## src/rtl/miriscv_arb_pkg.sv

```systemverilog
// miriscv_arb_pkg
// Shared types and constants for the data-memory arbiter.
//   arb_state_e  : arbiter FSM states (idle / waiting for a response)
//   arb_master_e : requester index (M0 = fetch, M1 = LSU)
//   ARB_TIMEOUT_RDATA : read data returned to the owner when a response
//                       times out (used only with MIRISCV_ARB_TIMEOUT_EN)
package miriscv_arb_pkg;

    typedef enum logic {
        ARB_IDLE = 1'b0,
        ARB_WAIT = 1'b1
    } arb_state_e;

    typedef enum logic {
        ARB_M0 = 1'b0,
        ARB_M1 = 1'b1
    } arb_master_e;

    localparam logic [31:0] ARB_TIMEOUT_RDATA = 32'hDEADBEEF;

endpackage

```

## src/rtl/miriscv_rr_arbiter2.sv

```systemverilog
// miriscv_rr_arbiter2
// Two-input round-robin selector with its own last-grant register.
// Ports:
//   clk_i, rst_i : clock, synchronous active-high reset (last_grant -> M0)
//   req0, req1   : request inputs
//   update_en    : commit the current selection as the new last grant
//   sel          : selected requester (valid only when sel_valid)
//   sel_valid    : at least one request present
module miriscv_rr_arbiter2
    import miriscv_arb_pkg::*;
(
    input  logic        clk_i,
    input  logic        rst_i,
    input  logic        req0,
    input  logic        req1,
    input  logic        update_en,
    output arb_master_e sel,
    output logic        sel_valid
);

    arb_master_e last_grant;

    // On a conflict the requester that did not win last time is chosen.
    // last_grant only moves on update_en, so a stalled conflict keeps
    // presenting the same winner.
    always_comb begin
        sel_valid = req0 | req1;
        sel       = ARB_M0;
        if (req0 && req1) begin
            sel = (last_grant == ARB_M0) ? ARB_M1 : ARB_M0;
        end else if (req1) begin
            sel = ARB_M1;
        end
    end

    always_ff @(posedge clk_i) begin
        if (rst_i) begin
            last_grant <= ARB_M0;
        end else if (update_en) begin
            last_grant <= sel;
        end
    end

endmodule

```

## src/rtl/miriscv_mem_arbiter.sv

```systemverilog
// miriscv_mem_arbiter
// Shares one req/gnt/rvalid memory port between the fetch port (M0, read
// only) and the LSU port (M1). One transaction in flight, round-robin on
// conflict, response routed to the requester that issued it. A new request
// may issue in the same cycle the previous response returns.
// Ports:
//   clk_i, rst_i            : clock, synchronous active-high reset
//   m0_*                    : fetch requester (req/addr in, gnt/rvalid/rdata out)
//   m1_*                    : LSU requester (req/we/be/addr/wdata in, gnt/rvalid/rdata out)
//   mem_*                   : memory master side
//   arb_err_o               : one-cycle pulse on response timeout
// Optional build macro: MIRISCV_ARB_TIMEOUT_EN enables the response timeout
// (TIMEOUT_CYCLES); without it arb_err_o is tied 0 and WAIT never expires.
//
// state    | meaning
// ARB_IDLE | nothing outstanding
// ARB_WAIT | one request accepted, awaiting mem_rvalid_i
module miriscv_mem_arbiter
    import miriscv_arb_pkg::*;
#(
    parameter int XLEN           = 32,
    parameter int TIMEOUT_CYCLES = 64
) (
    input  logic              clk_i,
    input  logic              rst_i,
    input  logic              m0_req_i,
    input  logic [XLEN-1:0]   m0_addr_i,
    output logic              m0_gnt_o,
    output logic              m0_rvalid_o,
    output logic [XLEN-1:0]   m0_rdata_o,
    input  logic              m1_req_i,
    input  logic              m1_we_i,
    input  logic [XLEN/8-1:0] m1_be_i,
    input  logic [XLEN-1:0]   m1_addr_i,
    input  logic [XLEN-1:0]   m1_wdata_i,
    output logic              m1_gnt_o,
    output logic              m1_rvalid_o,
    output logic [XLEN-1:0]   m1_rdata_o,
    output logic              mem_req_o,
    output logic              mem_we_o,
    output logic [XLEN/8-1:0] mem_be_o,
    output logic [XLEN-1:0]   mem_addr_o,
    output logic [XLEN-1:0]   mem_wdata_o,
    input  logic              mem_gnt_i,
    input  logic              mem_rvalid_i,
    input  logic [XLEN-1:0]   mem_rdata_i,
    output logic              arb_err_o
);

    arb_state_e  state, state_d;
    arb_master_e owner, owner_d;
    arb_master_e sel;
    logic        sel_valid;
    logic        wait_resp;
    logic        timeout;
    logic        ready;
    logic        issue;
    logic        handshake;
    logic        resp;
    logic [XLEN-1:0] resp_rdata;

    // Everything is gated by rst_i so all outputs read 0 while in reset.
    assign wait_resp = !rst_i && (state == ARB_WAIT) && mem_rvalid_i;
    assign ready     = !rst_i && ((state == ARB_IDLE) || wait_resp);
    assign issue     = ready && sel_valid;
    assign handshake = issue && mem_gnt_i;

    miriscv_rr_arbiter2 u_rr (
        .clk_i     (clk_i),
        .rst_i     (rst_i),
        .req0      (m0_req_i && ready),
        .req1      (m1_req_i && ready),
        .update_en (handshake),
        .sel       (sel),
        .sel_valid (sel_valid)
    );

`ifdef MIRISCV_ARB_TIMEOUT_EN
    localparam int CNT_W = $clog2(TIMEOUT_CYCLES + 1);

    logic [CNT_W-1:0] tmo_cnt;
    logic [CNT_W-1:0] tmo_inc;

    // Fires in the cycle the count of silent WAIT cycles reaches
    // TIMEOUT_CYCLES; a real response in that same cycle wins.
    assign tmo_inc = tmo_cnt + 1'b1;
    assign timeout = !rst_i && (state == ARB_WAIT) && !mem_rvalid_i
                     && (tmo_inc == CNT_W'(TIMEOUT_CYCLES));

    always_ff @(posedge clk_i) begin
        if (rst_i || handshake) begin
            tmo_cnt <= '0;
        end else if ((state == ARB_WAIT) && !mem_rvalid_i) begin
            tmo_cnt <= tmo_inc;
        end
    end
`else
    assign timeout = 1'b0;
`endif

    assign arb_err_o = timeout;

    always_ff @(posedge clk_i) begin
        if (rst_i) begin
            state <= ARB_IDLE;
            owner <= ARB_M0;
        end else begin
            state <= state_d;
            owner <= owner_d;
        end
    end

    always_comb begin
        state_d = state;
        owner_d = owner;
        if (handshake) begin
            state_d = ARB_WAIT;
            owner_d = sel;
        end else if (wait_resp || timeout) begin
            state_d = ARB_IDLE;
        end
    end

    always_comb begin
        mem_req_o   = 1'b0;
        mem_we_o    = 1'b0;
        mem_be_o    = '0;
        mem_addr_o  = '0;
        mem_wdata_o = '0;
        if (issue) begin
            mem_req_o = 1'b1;
            if (sel == ARB_M1) begin
                mem_we_o    = m1_we_i;
                mem_be_o    = m1_be_i;
                mem_addr_o  = m1_addr_i;
                mem_wdata_o = m1_wdata_i;
            end else begin
                mem_be_o    = '1;
                mem_addr_o  = m0_addr_i;
            end
        end
    end

    assign m0_gnt_o = issue && (sel == ARB_M0) && mem_gnt_i;
    assign m1_gnt_o = issue && (sel == ARB_M1) && mem_gnt_i;

    assign resp       = wait_resp || timeout;
    assign resp_rdata = timeout ? XLEN'(ARB_TIMEOUT_RDATA) : mem_rdata_i;

    assign m0_rvalid_o = resp && (owner == ARB_M0);
    assign m1_rvalid_o = resp && (owner == ARB_M1);
    assign m0_rdata_o  = m0_rvalid_o ? resp_rdata : '0;
    assign m1_rdata_o  = m1_rvalid_o ? resp_rdata : '0;

endmodule

```

## config.mk

```make
export PLATFORM = sky130hd
export DESIGN_NAME = miriscv_mem_arbiter
export DESIGN_NICKNAME = d
export VERILOG_FILES = /design/src/rtl/miriscv_arb_pkg.sv /design/src/rtl/miriscv_rr_arbiter2.sv /design/src/rtl/miriscv_mem_arbiter.sv
export SDC_FILE = /design/constraint.sdc
export NUM_CORES = 1
export LEC_CHECK = 0
export CORE_AREA = 2 2 109 111
export CTS_BUF_LIST = sky130_fd_sc_hd__clkbuf_16
export CTS_CLUSTER_DIAMETER = 200
export CTS_CLUSTER_SIZE = 14
export DETAILED_ROUTE_END_ITERATION = 10
export DIE_AREA = 0 0 111 113
export GPL_ROUTABILITY_DRIVEN = 0
export PLACE_DENSITY = 0.62
export SYNTH_ARGS = -nofsm -noshare
export SYNTH_HDL_FRONTEND = slang
export SYNTH_HIERARCHICAL = 1
export SYNTH_SLANG_ARGS = --single-unit
export TNS_END_PERCENT = 5
```

## constraint.sdc

```tcl
create_clock -name clk_i -period 2.55 [get_ports clk_i]
set_clock_uncertainty 0.15 [all_clocks]
set_input_delay 0.255 -clock clk_i [delete_from_list [all_inputs] [get_ports clk_i]]
set_output_delay 0.255 -clock clk_i [all_outputs]
set_load 0.005 [all_outputs]
```

After elaboration in Yosys (flattened, before gate mapping):

Cells that the tools add are included.

* flip-flop bits (word level): 2
* ROM bits: 0
* memories kept: 0
* bits in latches: 0
* RAM bits: 0
* input port bits: 139

* equal/unequal tests: 0
* shift operators: 0
* $mul: 0
* mux-type cells: 16
* div/mod/pow operators: 0
* bitwise operators: 4
* add/subtract/negate cells: 0
* reductions and logical operators: 17
* order comparisons: 0

Operators by type and width (number)
* $mux 32: 6
* $logic_and 1x1->1: 14
* $mux 1: 8
* $mux 4: 2
* $not 1->1: 3
* $reduce_bool 2->1: 1
* $logic_not 1->1: 1
* $logic_or 1x1->1: 1
* $or 1x1->1: 1

Longest topological paths before layout:

* depth in word-level cells: 11
* gate-level depth with buffers: 8

Modules after synthesis:

The synthesis kept the hierarchy.

Modules (own cells, without submodules)
* miriscv_mem_arbiter: area each 1183.6 um^2, times used 1, cells each 174, seq. area each 40.0 um^2
* miriscv_rr_arbiter2: area each 70.1 um^2, times used 1, cells each 6, seq. area each 20.0 um^2

Least setup slack after synthesis:

Ideal clock, no wire load.

* path kind: input to output
* start: in mem_rvalid_i
* end: out mem_wdata_o[10]
* arrival: 1.613 ns
* required time: 2.145 ns
* path slack: 0.532 ns
* path buffers: 2
* cell stages on the path: 8
* path through: nand2b_1 -> and3_1 -> a21boi_4 -> inv_2 -> nor3_2 -> buf_2 -> buf_2 -> and2_1

* longest elaborated chain between the ends: 8

RTL lines
* from (decl): line miriscv_mem_arbiter.sv:45 `input logic mem_rvalid_i,`
* $logic_and 1x1->1 *: line miriscv_mem_arbiter.sv:63 `assign wait_resp = !rst_i && (state == ARB_WAIT) && mem_rvalid_i;`
* $logic_or 1x1->1 *: line miriscv_mem_arbiter.sv:64 `assign ready = !rst_i && ((state == ARB_IDLE) || wait_resp);`
* $logic_and 1x1->1 *: line miriscv_mem_arbiter.sv:64
* $logic_and 1x1->1 (on tied branches): line miriscv_mem_arbiter.sv:72, miriscv_mem_arbiter.sv:71
* $mux 1 / $logic_and 1x1->1 (equally long branches): line miriscv_rr_arbiter2.sv:31, miriscv_rr_arbiter2.sv:29
* $mux 1 *: line miriscv_rr_arbiter2.sv:29 `if (req0 && req1) begin`
* net sel: line miriscv_mem_arbiter.sv:52 `arb_master_e sel;`
* $mux 32 *: line miriscv_mem_arbiter.sv:132 `if (sel == ARB_M1) begin`
* $mux 32 *: line miriscv_mem_arbiter.sv:130 `if (issue) begin`
* to (decl): line miriscv_mem_arbiter.sv:43 `output logic [XLEN-1:0] mem_wdata_o,`

Mark *: on every way through the listed nets, which the timed path passes. The rest lies on a longest branch.

Final worst setup path:

* start: in mem_rvalid_i
* end: out mem_addr_o[22]

RTL lines
* $logic_and 1x1->1 *: line miriscv_mem_arbiter.sv:63
* $logic_or 1x1->1 *: line miriscv_mem_arbiter.sv:64
* $logic_and 1x1->1 *: line miriscv_mem_arbiter.sv:64
* $logic_and 1x1->1 (on tied branches): line miriscv_mem_arbiter.sv:71, miriscv_mem_arbiter.sv:72
* $or 1x1->1 *: line miriscv_rr_arbiter2.sv:27 `sel_valid = req0 | req1;`
* net sel_valid: line miriscv_mem_arbiter.sv:53 `logic sel_valid;`
* $logic_and 1x1->1 *: line miriscv_mem_arbiter.sv:65 `assign issue = ready && sel_valid;`
* $mux 32 *: line miriscv_mem_arbiter.sv:130
* to (decl): line miriscv_mem_arbiter.sv:42 `output logic [XLEN-1:0] mem_addr_o,`

Marked as above.

==> summary.txt <==
CTS
  • Root buffer cell: clkbuf_16
  • Hold_buf cts: 0
  • Longest Clk Path Bufs: 2
  • Worst-Skew Late Latency: about 220 ps
  • CTS HTree Levels: 1
  • CTS buffer count: 3
  • CTS Sinks: 3
  • CTS tree: built
  • Clk slew on worst S/H paths: 30 ps

Placement
  • Port Buffer Count: 276
  • Post-DP Area: 0.004270 mm^2
  • Final HPWL DP: roughly 7500 um

STA
  • Slew @ Worst Pin: 520.8 ps
  • Post-layout min period: 2564 ps
  • Unrepaired setup endpoints after global routing: yes
  • Final period utilization: 100.6%
  • Final setup vio count: 11
  • Final setup margin: -14.16 ps
  • Rel. slew slack: 65.21%
  • Fin. Hold Viols: 0
  • Slew Limit Fails: 0
  • Max Clk Rate: around 390 MHz

Critical path
  • Critical Path AT: 2160 ps
  • Worst setup path start: mem_rvalid_i
  • WS Path Type: input port to output pin
  • Worst reg-to-reg setup slack: 660 ps
  • Startpoint Class: input port
  • Worst EP required: roughly 2100 ps
  • Crit path max fanout: 16
  • Worst reg-to-reg path cell count: 10
  • Worst setup EP type: output pin
  • Reg2reg start: state
  • RR Endpoint: u_rr/last_grant

Die
  • Core area: 0.01127 mm^2
  • DIE HEIGHT: 113 um
  • Initial Utilization: 11.12%
  • Total Die Area: 0.01254 mm^2
  • # IOs: 278
  • Row count: 39
  • Chip width: 111 um

Power
  • VDD IR-drop max: 168.4 uV
  • P per Cell Area: 166.8 mW/mm^2
  • P_leak: approximately 0.0021 uW

Cells and area
  • Fraction of layout cells with a size suffix above 1: 13.62%
  • Design area: 0.004466 mm^2
  • Fin util: 39.62%
  • Commonest non-fill, non-tap cell in the layout: clkdlybuf4s50_1
  • Final #Nets: 610
  • # diodes: 0
  • Area delta synth->final: 256.2%
  • Commonest cells after routing, fill and taps aside: 208 x clkdlybuf4s50_1, 97 x and2_1, 39 x dlygate4sd2_1

Route
  • WL final: 9876 um
  • DR WL met3: 838 um
  • Vias: 2451
  • Mean routed wirelength per cell: 16.11 um
  • Routed wl met2: 4957 um
  • DR pass1 iterations: 4
  • Initial DRC count: 80
  • Post-Route M1 WL: 4032 um
  • Vias per std cell: 3.998
  • Post-route DRC violation count: 0
  • Routed Antenna Nets: 0
  • Highest Signal Layer: met4

Global routing
  • First-pass GRT wire length: roughly 15000 um
  • Total gr overflow: 0
  • Initial antenna violation count: 0
  • Total GRT Usage: 14.52%
  • Vias in the first global route: 2596
  • Largest net degree at the start of global routing: 34

Synth
  • Synth Warn #: 6
  • Register area share after synthesis: 4.790%
  • Avg Inst Size Synth: between 6 and 7 um^2
  • Net count after synthesis: 319
  • Yosys cell types: 25
  • Mapped cell area: 0.001254 mm^2
  • Seq cells post-synth: 3
  • Post-Synthesis Cells: 180

Hold path
  • WHS Path Cells: 3
  • HP Start: rst_i
  • Hold path endpoint: state
  • Hold Path Class: input port to flip-flop

Job
  • MaxCap Viol Count: 0

Run status
  • Failing checks: setup timing
  • Status: complete, but fails checks
[how the worst max path moves through the flow]
stage | endpoint | cells past startpoint | slack (ps)
final | mem_addr_o[22] | 11 | -10
after global routing | mem_wdata_o[14] | 10 | -80
after CTS | mem_addr_o[7] | 9 | -160
after detailed placement | mem_addr_o[9] | 9 | -490
after global placement | mem_addr_o[9] | 9 | -440
after floorplan | mem_wdata_o[10] | 8 | 530
[layer usage]
layer  global-route usage, %  vias up
met1                   17.62     1103
met4                   2.333        0
li1                        -     1187
met5                       0        -
met2                   26.13      157
met3                   4.017        4
[critical path, cell delays in order]
cell,delay [ps]
dlygate4sd2_1,260
nand2b_4,150
and3_1,190
or2_4,270
nand2b_4,80
buf_4,130
nor3_4,50
buf_6,150
clkbuf_16,160
a22o_1,180
dlygate4sd2_1,270
[cell usage after synthesis]
| cell type | number | area [um^2] |
|---|---|---|
| and2_1 | 97 | 606.8 |
| a22o_1 | 32 | 280.3 |
| buf_2 | 8 | 40.04 |
| clkbuf_1 | 7 | 26.28 |
| o21a_1 | 4 | 30.03 |
| dfxtp_1 | 3 | 60.06 |
| inv_1 | 3 | 11.26 |
| nor2_1 | 3 | 11.26 |
| nor3_2 | 3 | 30.03 |
| and3_1 | 2 | 12.51 |
| nand2_1 | 2 | 7.510 |
| nor2b_1 | 2 | 12.51 |
| nor3b_2 | 2 | 25.02 |
| a21boi_4 | 1 | 18.77 |
| a21oi_1 | 1 | 5.000 |
| a31o_1 | 1 | 8.760 |
| a32o_1 | 1 | 10.01 |
| buf_4 | 1 | 7.510 |
| buf_6 | 1 | 11.26 |
| conb_1 | 1 | 3.750 |
| inv_2 | 1 | 3.750 |
| nand2b_1 | 1 | 6.260 |
| nand2b_4 | 1 | 13.76 |
| nand3_1 | 1 | 5.000 |
| or2_2 | 1 | 6.260 |
[layout make-up]
cell class / instances / area (um^2)
clock buffer: 3 / 75.07
clock inverter: 1 / 3.754
fill: 1143 / 6807
inverter: 4 / 15.01
multi-input combinational: 156 / 1141
sequential: 3 / 61.31
tap: 143 / 178.9
timing repair buffer: 303 / 2990
[report_power, final]
group / internal, uW / switching, uW
Combinational: 317 / 131
Sequential: 49.3 / 1.98
Clock: 202 / 43.3
[what timing repair did]
action / CTS / global route
gates resized for setup: 73 / 53
pin swaps: 2 / 5
gates cloned: 3 / 1
endpoints found under the hold margin: 0 / 0
buffers inserted: 4 / 6
setup endpoints to repair: 72 / 51
[stage by stage]
step	instances	TNS, ps	hold WS, ps	setup WS [ps]	total power, uW
after global placement	595	-24150	401.0	-441.2	490.0
final	613	-88.26	369.5	-14.16	744.8
after floorplan	180	0	174.1	532.4	139.0
after detailed placement	595	-27090	401.8	-485.7	489.4
after global routing	613	-2095	418.2	-84.06	785.4
after CTS	606	-1274	382.4	-164.9	743.0
[kinds of logic after synthesis]
group | synth area share [%]
AOI/OAI and AO/OA | 28.14
and+or+nand+nor | 58.78
buffers and inverters | 7.984
other | 0.2991
DFF | 4.791
[sequential cells by signal, indices dropped and copies added (netlist names)]
name             count
owner                1
state                1
u_rr/last_grant      1
(Power assumes the default switching activity.)
